$ cat src/rtl/vector_addition_unit_seq_if.sv
// Request/result bundle for the multi-beat vector adder.
// slave is the unit side; master is the issuing/writeback side.
interface vector_addition_unit_seq_if #(
    parameter int VLEN   = 512,
    parameter int LANE_W = 128
);
    localparam int NBEATS = VLEN / LANE_W;
    localparam int BEAT_W = (NBEATS > 1) ? $clog2(NBEATS) : 1;

    logic              flush_i;
    logic              valid_i;
    logic              ready_o;
    logic [VLEN-1:0]   vs2_i;
    logic [VLEN-1:0]   vs1_i;
    logic [VLEN/8-1:0] vmask_i;
    logic [1:0]        vsew_i;
    logic              add_sub_i;
    logic              reversed_i;
    logic              with_carry_borrow_i;
    logic              compute_carry_i;
    logic              valid_o;
    logic              ready_i;
    logic [LANE_W-1:0] vd_o;
    logic [BEAT_W-1:0] beat_o;
    logic              last_o;
    logic              busy_o;

    modport master (
        output flush_i, valid_i, vs2_i, vs1_i, vmask_i, vsew_i, add_sub_i,
               reversed_i, with_carry_borrow_i, compute_carry_i, ready_i,
        input  ready_o, valid_o, vd_o, beat_o, last_o, busy_o
    );

    modport slave (
        input  flush_i, valid_i, vs2_i, vs1_i, vmask_i, vsew_i, add_sub_i,
               reversed_i, with_carry_borrow_i, compute_carry_i, ready_i,
        output ready_o, valid_o, vd_o, beat_o, last_o, busy_o
    );
endinterface

$ cat src/rtl/vector_addition_unit_seq.sv
// Multi-beat vector add/sub unit: captures a whole VLEN operand group, then
// works through it LANE_W bits per cycle, streaming sums or a packed
// carry/borrow mask to writeback.
module vector_addition_unit_seq #(
    parameter int VLEN   = 512,
    parameter int LANE_W = 128
) (
    input  logic clk_i,
    input  logic rst_i,
    vector_addition_unit_seq_if.slave bus
);
    localparam int NBEATS     = VLEN / LANE_W;
    localparam int BEAT_W     = (NBEATS > 1) ? $clog2(NBEATS) : 1;
    localparam int MASK_W     = VLEN / 8;
    localparam int MIDX_W     = $clog2(MASK_W);
    localparam int LANE_BYTES = LANE_W / 8;
    localparam logic [BEAT_W-1:0] LAST_BEAT = BEAT_W'(NBEATS - 1);

    typedef enum logic [1:0] {IDLE, RUN, DRAIN} state_t;

    state_t            state;
    state_t            state_next;
    logic [BEAT_W-1:0] beat_cnt;
    logic [LANE_W-1:0] op_vs2 [NBEATS];
    logic [LANE_W-1:0] op_vs1 [NBEATS];
    logic [MASK_W-1:0] op_mask;
    logic [1:0]        op_sew;
    logic              op_sub;
    logic              op_rev;
    logic              op_wcb;
    logic              op_cc;
    logic [MASK_W-1:0] acc;
    logic              out_valid;
    logic [LANE_W-1:0] out_vd;
    logic [BEAT_W-1:0] out_beat;
    logic              out_last;

    logic              kill;
    logic              accept;
    logic              accumulate;
    logic              load_beat;
    logic              load_acc;
    logic              retire;

    logic [LANE_W-1:0] lane_x;
    logic [LANE_W-1:0] lane_y;
    logic [LANE_W-1:0] lane_res;
    logic [MASK_W-1:0] lane_carry;
    logic [MIDX_W-1:0] m_idx;
    logic [8:0]        byte_sum;
    logic [7:0]        y_byte;
    logic              chain;
    logic              cin;
    int                sew_m1;

    assign kill = rst_i | bus.flush_i;

    // Byte-wide ripple over the current beat; the chain restarts at each element boundary with the (inverted for subtract) mask carry-in.
    always_comb begin
        lane_x     = (op_sub && op_rev) ? op_vs1[beat_cnt] : op_vs2[beat_cnt];
        lane_y     = (op_sub && op_rev) ? op_vs2[beat_cnt] : op_vs1[beat_cnt];
        lane_res   = '0;
        lane_carry = '0;
        m_idx      = '0;
        byte_sum   = '0;
        y_byte     = '0;
        chain      = 1'b0;
        cin        = 1'b0;
        sew_m1     = (1 << op_sew) - 1;
        for (int k = 0; k < LANE_BYTES; k++) begin
            m_idx = MIDX_W'((int'(beat_cnt) * LANE_BYTES + k) >> op_sew);
            if ((k & sew_m1) == 0) begin
                cin   = op_wcb & op_mask[m_idx];
                chain = op_sub ? ~cin : cin;
            end
            y_byte   = op_sub ? ~lane_y[k*8 +: 8] : lane_y[k*8 +: 8];
            byte_sum = {1'b0, lane_x[k*8 +: 8]} + {1'b0, y_byte} + {8'd0, chain};
            lane_res[k*8 +: 8] = byte_sum[7:0];
            chain    = byte_sum[8];
            if ((k & sew_m1) == sew_m1) begin
                lane_carry[m_idx] = op_sub ? ~chain : chain;
            end
        end
    end

    // Next-state logic and datapath strobes for the IDLE/RUN/DRAIN sequence.
    always_comb begin
        state_next = state;
        accept     = 1'b0;
        accumulate = 1'b0;
        load_beat  = 1'b0;
        load_acc   = 1'b0;
        retire     = 1'b0;
        case (state)
            IDLE: begin
                if (bus.valid_i) begin
                    accept     = 1'b1;
                    state_next = RUN;
                end
            end
            RUN: begin
                if (op_cc) begin
                    accumulate = 1'b1;
                    if (beat_cnt == LAST_BEAT) state_next = DRAIN;
                end else if (!out_valid || bus.ready_i) begin
                    load_beat = 1'b1;
                    if (beat_cnt == LAST_BEAT) state_next = DRAIN;
                end
            end
            DRAIN: begin
                if (!out_valid) begin
                    load_acc = 1'b1;
                end else if (bus.ready_i) begin
                    retire     = 1'b1;
                    state_next = IDLE;
                end
            end
            default: state_next = IDLE;
        endcase
    end

    // State register; flush behaves exactly like reset.
    always_ff @(posedge clk_i) begin
        if (kill) state <= IDLE;
        else      state <= state_next;
    end

    // Operand and control capture at acceptance; later input changes are ignored.
    always_ff @(posedge clk_i) begin
        if (accept) begin
            for (int b = 0; b < NBEATS; b++) begin
                op_vs2[b] <= bus.vs2_i[b*LANE_W +: LANE_W];
                op_vs1[b] <= bus.vs1_i[b*LANE_W +: LANE_W];
            end
            op_mask <= bus.vmask_i;
            op_sew  <= bus.vsew_i;
            op_sub  <= bus.add_sub_i;
            op_rev  <= bus.reversed_i;
            op_wcb  <= bus.with_carry_borrow_i;
            op_cc   <= bus.compute_carry_i;
        end
    end

    // Beat counter, carry accumulator and the held output register.
    always_ff @(posedge clk_i) begin
        if (kill) begin
            beat_cnt  <= '0;
            acc       <= '0;
            out_valid <= 1'b0;
            out_vd    <= '0;
            out_beat  <= '0;
            out_last  <= 1'b0;
        end else begin
            if (accept) begin
                beat_cnt <= '0;
                acc      <= '0;
            end
            if (accumulate) begin
                acc      <= acc | lane_carry;
                beat_cnt <= beat_cnt + 1'b1;
            end
            if (load_beat) begin
                out_vd    <= lane_res;
                out_beat  <= beat_cnt;
                out_last  <= (beat_cnt == LAST_BEAT);
                out_valid <= 1'b1;
                beat_cnt  <= beat_cnt + 1'b1;
            end
            if (load_acc) begin
                out_vd    <= LANE_W'(acc);
                out_beat  <= '0;
                out_last  <= 1'b1;
                out_valid <= 1'b1;
            end
            if (retire) begin
                out_valid <= 1'b0;
                out_last  <= 1'b0;
            end
        end
    end

    assign bus.ready_o = (state == IDLE);
    assign bus.busy_o  = (state != IDLE);
    assign bus.valid_o = out_valid;
    assign bus.vd_o    = out_vd;
    assign bus.beat_o  = out_beat;
    assign bus.last_o  = out_last;
endmodule

$ cat src/flat_wrapper.sv
// flat-port wrapper written by rule: the top's interface ports become plain ports
module vector_addition_unit_seq_flat 
#(
    parameter int VLEN   = 512,
    parameter int LANE_W = 128
)
  (clk_i, rst_i, bus_flush_i, bus_valid_i, bus_vs2_i, bus_vs1_i, bus_vmask_i, bus_vsew_i, bus_add_sub_i, bus_reversed_i, bus_with_carry_borrow_i, bus_compute_carry_i, bus_ready_i, bus_ready_o, bus_valid_o, bus_vd_o, bus_beat_o, bus_last_o, bus_busy_o);
  vector_addition_unit_seq_if #(.VLEN(VLEN), .LANE_W(LANE_W)) bus_i ();
  input  logic clk_i;
  input  logic rst_i;
  input wire logic [$bits(bus_i.flush_i)-1:0] bus_flush_i;
  input wire logic [$bits(bus_i.valid_i)-1:0] bus_valid_i;
  input wire logic [$bits(bus_i.vs2_i)-1:0] bus_vs2_i;
  input wire logic [$bits(bus_i.vs1_i)-1:0] bus_vs1_i;
  input wire logic [$bits(bus_i.vmask_i)-1:0] bus_vmask_i;
  input wire logic [$bits(bus_i.vsew_i)-1:0] bus_vsew_i;
  input wire logic [$bits(bus_i.add_sub_i)-1:0] bus_add_sub_i;
  input wire logic [$bits(bus_i.reversed_i)-1:0] bus_reversed_i;
  input wire logic [$bits(bus_i.with_carry_borrow_i)-1:0] bus_with_carry_borrow_i;
  input wire logic [$bits(bus_i.compute_carry_i)-1:0] bus_compute_carry_i;
  input wire logic [$bits(bus_i.ready_i)-1:0] bus_ready_i;
  output wire logic [$bits(bus_i.ready_o)-1:0] bus_ready_o;
  output wire logic [$bits(bus_i.valid_o)-1:0] bus_valid_o;
  output wire logic [$bits(bus_i.vd_o)-1:0] bus_vd_o;
  output wire logic [$bits(bus_i.beat_o)-1:0] bus_beat_o;
  output wire logic [$bits(bus_i.last_o)-1:0] bus_last_o;
  output wire logic [$bits(bus_i.busy_o)-1:0] bus_busy_o;
  assign bus_i.flush_i = bus_flush_i;
  assign bus_i.valid_i = bus_valid_i;
  assign bus_i.vs2_i = bus_vs2_i;
  assign bus_i.vs1_i = bus_vs1_i;
  assign bus_i.vmask_i = bus_vmask_i;
  assign bus_i.vsew_i = bus_vsew_i;
  assign bus_i.add_sub_i = bus_add_sub_i;
  assign bus_i.reversed_i = bus_reversed_i;
  assign bus_i.with_carry_borrow_i = bus_with_carry_borrow_i;
  assign bus_i.compute_carry_i = bus_compute_carry_i;
  assign bus_i.ready_i = bus_ready_i;
  assign bus_ready_o = bus_i.ready_o;
  assign bus_valid_o = bus_i.valid_o;
  assign bus_vd_o = bus_i.vd_o;
  assign bus_beat_o = bus_i.beat_o;
  assign bus_last_o = bus_i.last_o;
  assign bus_busy_o = bus_i.busy_o;
  vector_addition_unit_seq #(.VLEN(VLEN), .LANE_W(LANE_W)) u_core (.clk_i(clk_i), .rst_i(rst_i), .bus(bus_i));
endmodule
$ cat config.mk
export PLATFORM = sky130hd
export DESIGN_NAME = vector_addition_unit_seq_flat
export DESIGN_NICKNAME = d
export VERILOG_FILES = /design/src/rtl/vector_addition_unit_seq_if.sv /design/src/rtl/vector_addition_unit_seq.sv /design/src/flat_wrapper.sv
export SDC_FILE = /design/constraint.sdc
export NUM_CORES = 2
export LEC_CHECK = 0
export CAP_MARGIN = 25
export CORE_MARGIN = 10
export CORE_UTILIZATION = 30
export DETAILED_ROUTE_END_ITERATION = 8
export SYNTH_ARGS = -nofsm -noshare
export SYNTH_HDL_FRONTEND = slang
export SYNTH_SLANG_ARGS = --single-unit
$ cat constraint.sdc
create_clock -name clk_i -period 40.7 [get_ports clk_i]
set_input_delay 4.07 -clock clk_i [delete_from_list [all_inputs] [get_ports clk_i]]
set_output_delay 4.07 -clock clk_i [all_outputs]
set_load 0.03 [all_outputs]
==> impl_results.md <==
- Top delay family on crit path: compound AO/OA/AOI/OAI gates
- Met2 usage in global routing: 0.449
- Register bit total from synthesis: 1,296
- Comb pwr share: 0.179
- # H-tree levels: 4
- Hpwl dp: 255,000 microns
- Critical path buffers and inverters: 3
- Total CTS buffers: 152
- Relative slew margins: 0.230
- Antenna-violating nets left: 0
- Switching Fraction: 0.279
- Total track usage: 0.269
- Grt met1 use: 0.323
- Tcrit/Tclk final: 0.506
- Synthesized area: 64,500 sq um
- Req. time, crit path: 41.40 ns
- Hold_buf cts: 0
- IO Pins: 1,233
- Latest clock arrival within the worst-skew pair: 0.85 ns
- Syn_area_per_cell: 13.1 sq um
- Final Hold Viols: 0
- Max VDD drop: 0.0000409 V
- Post-synth EDFFs: 1,094
- Storage element area: 36,900 sq um
- Max_cap viols: 0
- Maximum clock insertion buffer count: 3
- IO Port Bufs: 1,232
- Pwr dens: 42.4 nW/um^2
- Nets: 7,385
- Synth Warn #: 0
- Layout cell share with drive strength beyond 1: 0.160
- CP Class: flip-flop to flip-flop
- Seq/Total Area, Yosys: 0.572
- Drt pass-1 iters: 7
- Final wirelength: 328,000 microns
- Worst Setup End Kind: flip-flop
- Area Growth Syn to Fin: 33.2%
- Avg WL per Cell: 35.8 microns
- Fillers: 20,100
- Setup violators final: 0
- Dpl cells: 8,815
- CP dominant cell by count: fa_1
- Most used DFF post-synth: edfxtp_1
- Layout Cells excl Fill: 9,149
- Status: finished, final reports clean
- Row cnt: 170
- Pin count of the biggest net entering global routing: 160
- Clock tree from TritonCTS: done
- Total congestion overflow: 0
- Core area: 214,000 sq um
- Netlist cell types: 99
- Antenna violations before repair: 124
- Slew Limit Fails: 0
- Crit path max fanout: 47
- Clock share of power: 0.393
- Global-route wire length before repair: 441,000 microns
- Slowest CP cell: o211ai_1
- Global routing met3 resource utilization: 0.0775
- Worst Hold Class: flip-flop to flip-flop
- DRC violations left: 0
- Clock slew at reported path FFs: 0.06 ns
- CTS sink count: 1,296
- Sw Pwr: 0.00102 W
- Gpl congestion: 1.01
- Area of the multi-input gates: 26,200 sq um
- Initial core utilization: 0.301
- Via density per instance: 5.58
- Vias after detailed routing: 51,000
- Slew @ Worst Pin: 1.15 ns
- Die Height: 484 microns
- Int Pwr: 0.00263 W
- CTS root buffer: clkbuf_16
- Arrival @ worst endpoint: 21.29 ns
- Leakage power figure: 28.6 nW
- Initial DRC count: 5,469
- Min Tclk post-route: 20.59 ns
- Reg2Reg Setup Slack: 20.11 ns
- Number of global-route vias before repair: 51,300
- Post-cts gate resize count: 0
- CP peak stage delay: 0.80 ns
- Post-synth ARST share: 0
- Setup Buffers After CTS: 0
- Worst Setup Start Kind: flip-flop
- Max Freq: 0.0486 GHz
- Most used routing layer: met2
- Syn nets: 6,188
- RSZ-0062 raised after global routing: false
- Reg power frac: 0.428
- Width of the die: 484 microns
- Die ar.: 234,000 sq um
- Setup TNS: 0 ns
- Syn Inst Count: 4,936
- Worst clock skew: 0.0837 ns
[per-layer routing]
metal / vias up / wire (microns)
met5: - / 373
met4: 62 / 15000
met3: 662 / 28600
met2: 2809 / 158000
met1: 25700 / 125000
li1: 21800 / -
[power by group through the flow]
stage	registers [W]	logic [W]	clock network, W
after floorplan	0.00163	0.000333	0
after CTS	0.00156	0.000645	0.00147
after global placement	0.00158	0.000637	0
after global routing	0.00156	0.000689	0.00152
after detailed placement	0.00158	0.000641	0
final	0.00156	0.000651	0.00143
[kinds of logic after synthesis]
logic type                 Yosys count  share of synthesized area
DFF                               1296                      0.572
xor gates and xnor gates           120                     0.0164
and+or+nand+nor                   1097                     0.0746
muxes                              613                      0.152
AOI/OAI and AO/OA                 1245                      0.126
adders and majority gates          153                     0.0334
buffers and inverters              412                     0.0258
[worst reg2reg max path, delay by kind of cell (launching register included)]
kind                       cells  cell delay [ns]
DFF                            1             0.32
xor gates and xnor gates       2             0.46
buffers and inverters          3             1.04
muxes                          3             0.99
and+or+nand+nor                8             1.25
AOI/OAI and AO/OA             37             9.36
adders and majority gates     17             7.03
[cell type report]
type,instances,area share
flip-flops and latches,1296,0.429
diodes,54,0.00157
well taps,2838,0.0413
clock inverters,98,0.0147
multi-input cells,3228,0.305
clock buffers,180,0.0464
inverters,68,0.00314
repair buffers,1387,0.158
[path summary, 6_finish.rpt]
kind / startpoint / to / cells past startpoint
hold reg to reg: u_core.bus.vd_o[108] / u_core.bus.vd_o[108] / 2
setup reg to reg: u_core.op_sew[1] / u_core.acc[1] / 70
hold / removal: u_core.bus.vd_o[108] / u_core.bus.vd_o[108] / 2
setup / recovery: u_core.op_sew[1] / u_core.acc[1] / 70
[cells in the final DEF, fill, tap and decap left out, types with 36 or more instances in the layout]
| cell type | instances |
|---|---|
| nand3_1 | 62 |
| a21oi_1 | 321 |
| clkdlybuf4s50_1 | 1232 |
| nor3_1 | 80 |
| a22oi_1 | 60 |
| dfxtp_1 | 200 |
| nand2_1 | 486 |
| o22ai_1 | 86 |
| mux4_2 | 268 |
| o221ai_1 | 37 |
| a31oi_1 | 40 |
| o21ai_0 | 275 |
| diode_2 | 54 |
| a221oi_1 | 36 |
| edfxtp_1 | 1094 |
| nor2_1 | 286 |
| clkbuf_16 | 154 |
| mux2i_1 | 74 |
| xnor2_1 | 101 |
| buf_4 | 144 |
| a211oi_1 | 36 |
| inv_1 | 61 |
| mux2_2 | 270 |
| ha_1 | 116 |
[cell usage after synthesis (34+ instances only)]
master / number / area share
buf_1: 54 / 0.0031
mux2_2: 270 / 0.047
nor2_1: 290 / 0.017
buf_2: 57 / 0.0044
mux2i_1: 75 / 0.012
a21oi_1: 327 / 0.025
o21ai_0: 278 / 0.022
nand2_1: 489 / 0.028
a31oi_1: 40 / 0.0039
mux4_2: 268 / 0.094
clkbuf_1: 223 / 0.013
dfxtp_1: 202 / 0.063
a221oi_1: 36 / 0.0049
a211oi_1: 37 / 0.0043
o21bai_1: 35 / 0.0041
o22ai_1: 88 / 0.0085
o221ai_1: 37 / 0.0050
inv_1: 63 / 0.0037
nor3_1: 80 / 0.0062
ha_1: 121 / 0.023
nand3_1: 62 / 0.0048
xnor2_1: 109 / 0.015
o211ai_1: 34 / 0.0040
a22oi_1: 60 / 0.0070
edfxtp_1: 1094 / 0.51
[state kept, by name (all words and copies together) (netlist names), 2 cells and up, named ones only]
| signal | cells |
|---|---|
| u_core.op_vs2 | 512 |
| u_core.op_vs1 | 512 |
| u_core.acc | 64 |
| u_core.bus.vd_o | 128 |
| u_core.bus.beat_o | 2 |
| u_core.state | 2 |
| u_core.op_mask | 64 |
| u_core.op_sew | 2 |
| u_core.beat_cnt | 2 |
[stage by stage]
| stage | power [W] | setup WS (ns) | utilization | hold WS (ns) | instance area (sq um) |
|---|---|---|---|---|---|
| after global placement | 0.00222 | 20.47 | 0.375 | 0.438 | 80400 |
| after global routing | 0.00377 | 18.66 | 0.401 | 0.476 | 85900 |
| after floorplan | 0.00197 | 11.32 | - | 0.425 | 64500 |
| after CTS | 0.00367 | 20.02 | 0.400 | 0.453 | 85800 |
| final | 0.00364 | 20.11 | 0.401 | 0.452 | 86000 |
| after detailed placement | 0.00223 | 20.05 | 0.376 | 0.445 | 80600 |
Power figures use the tool's default switching activity.
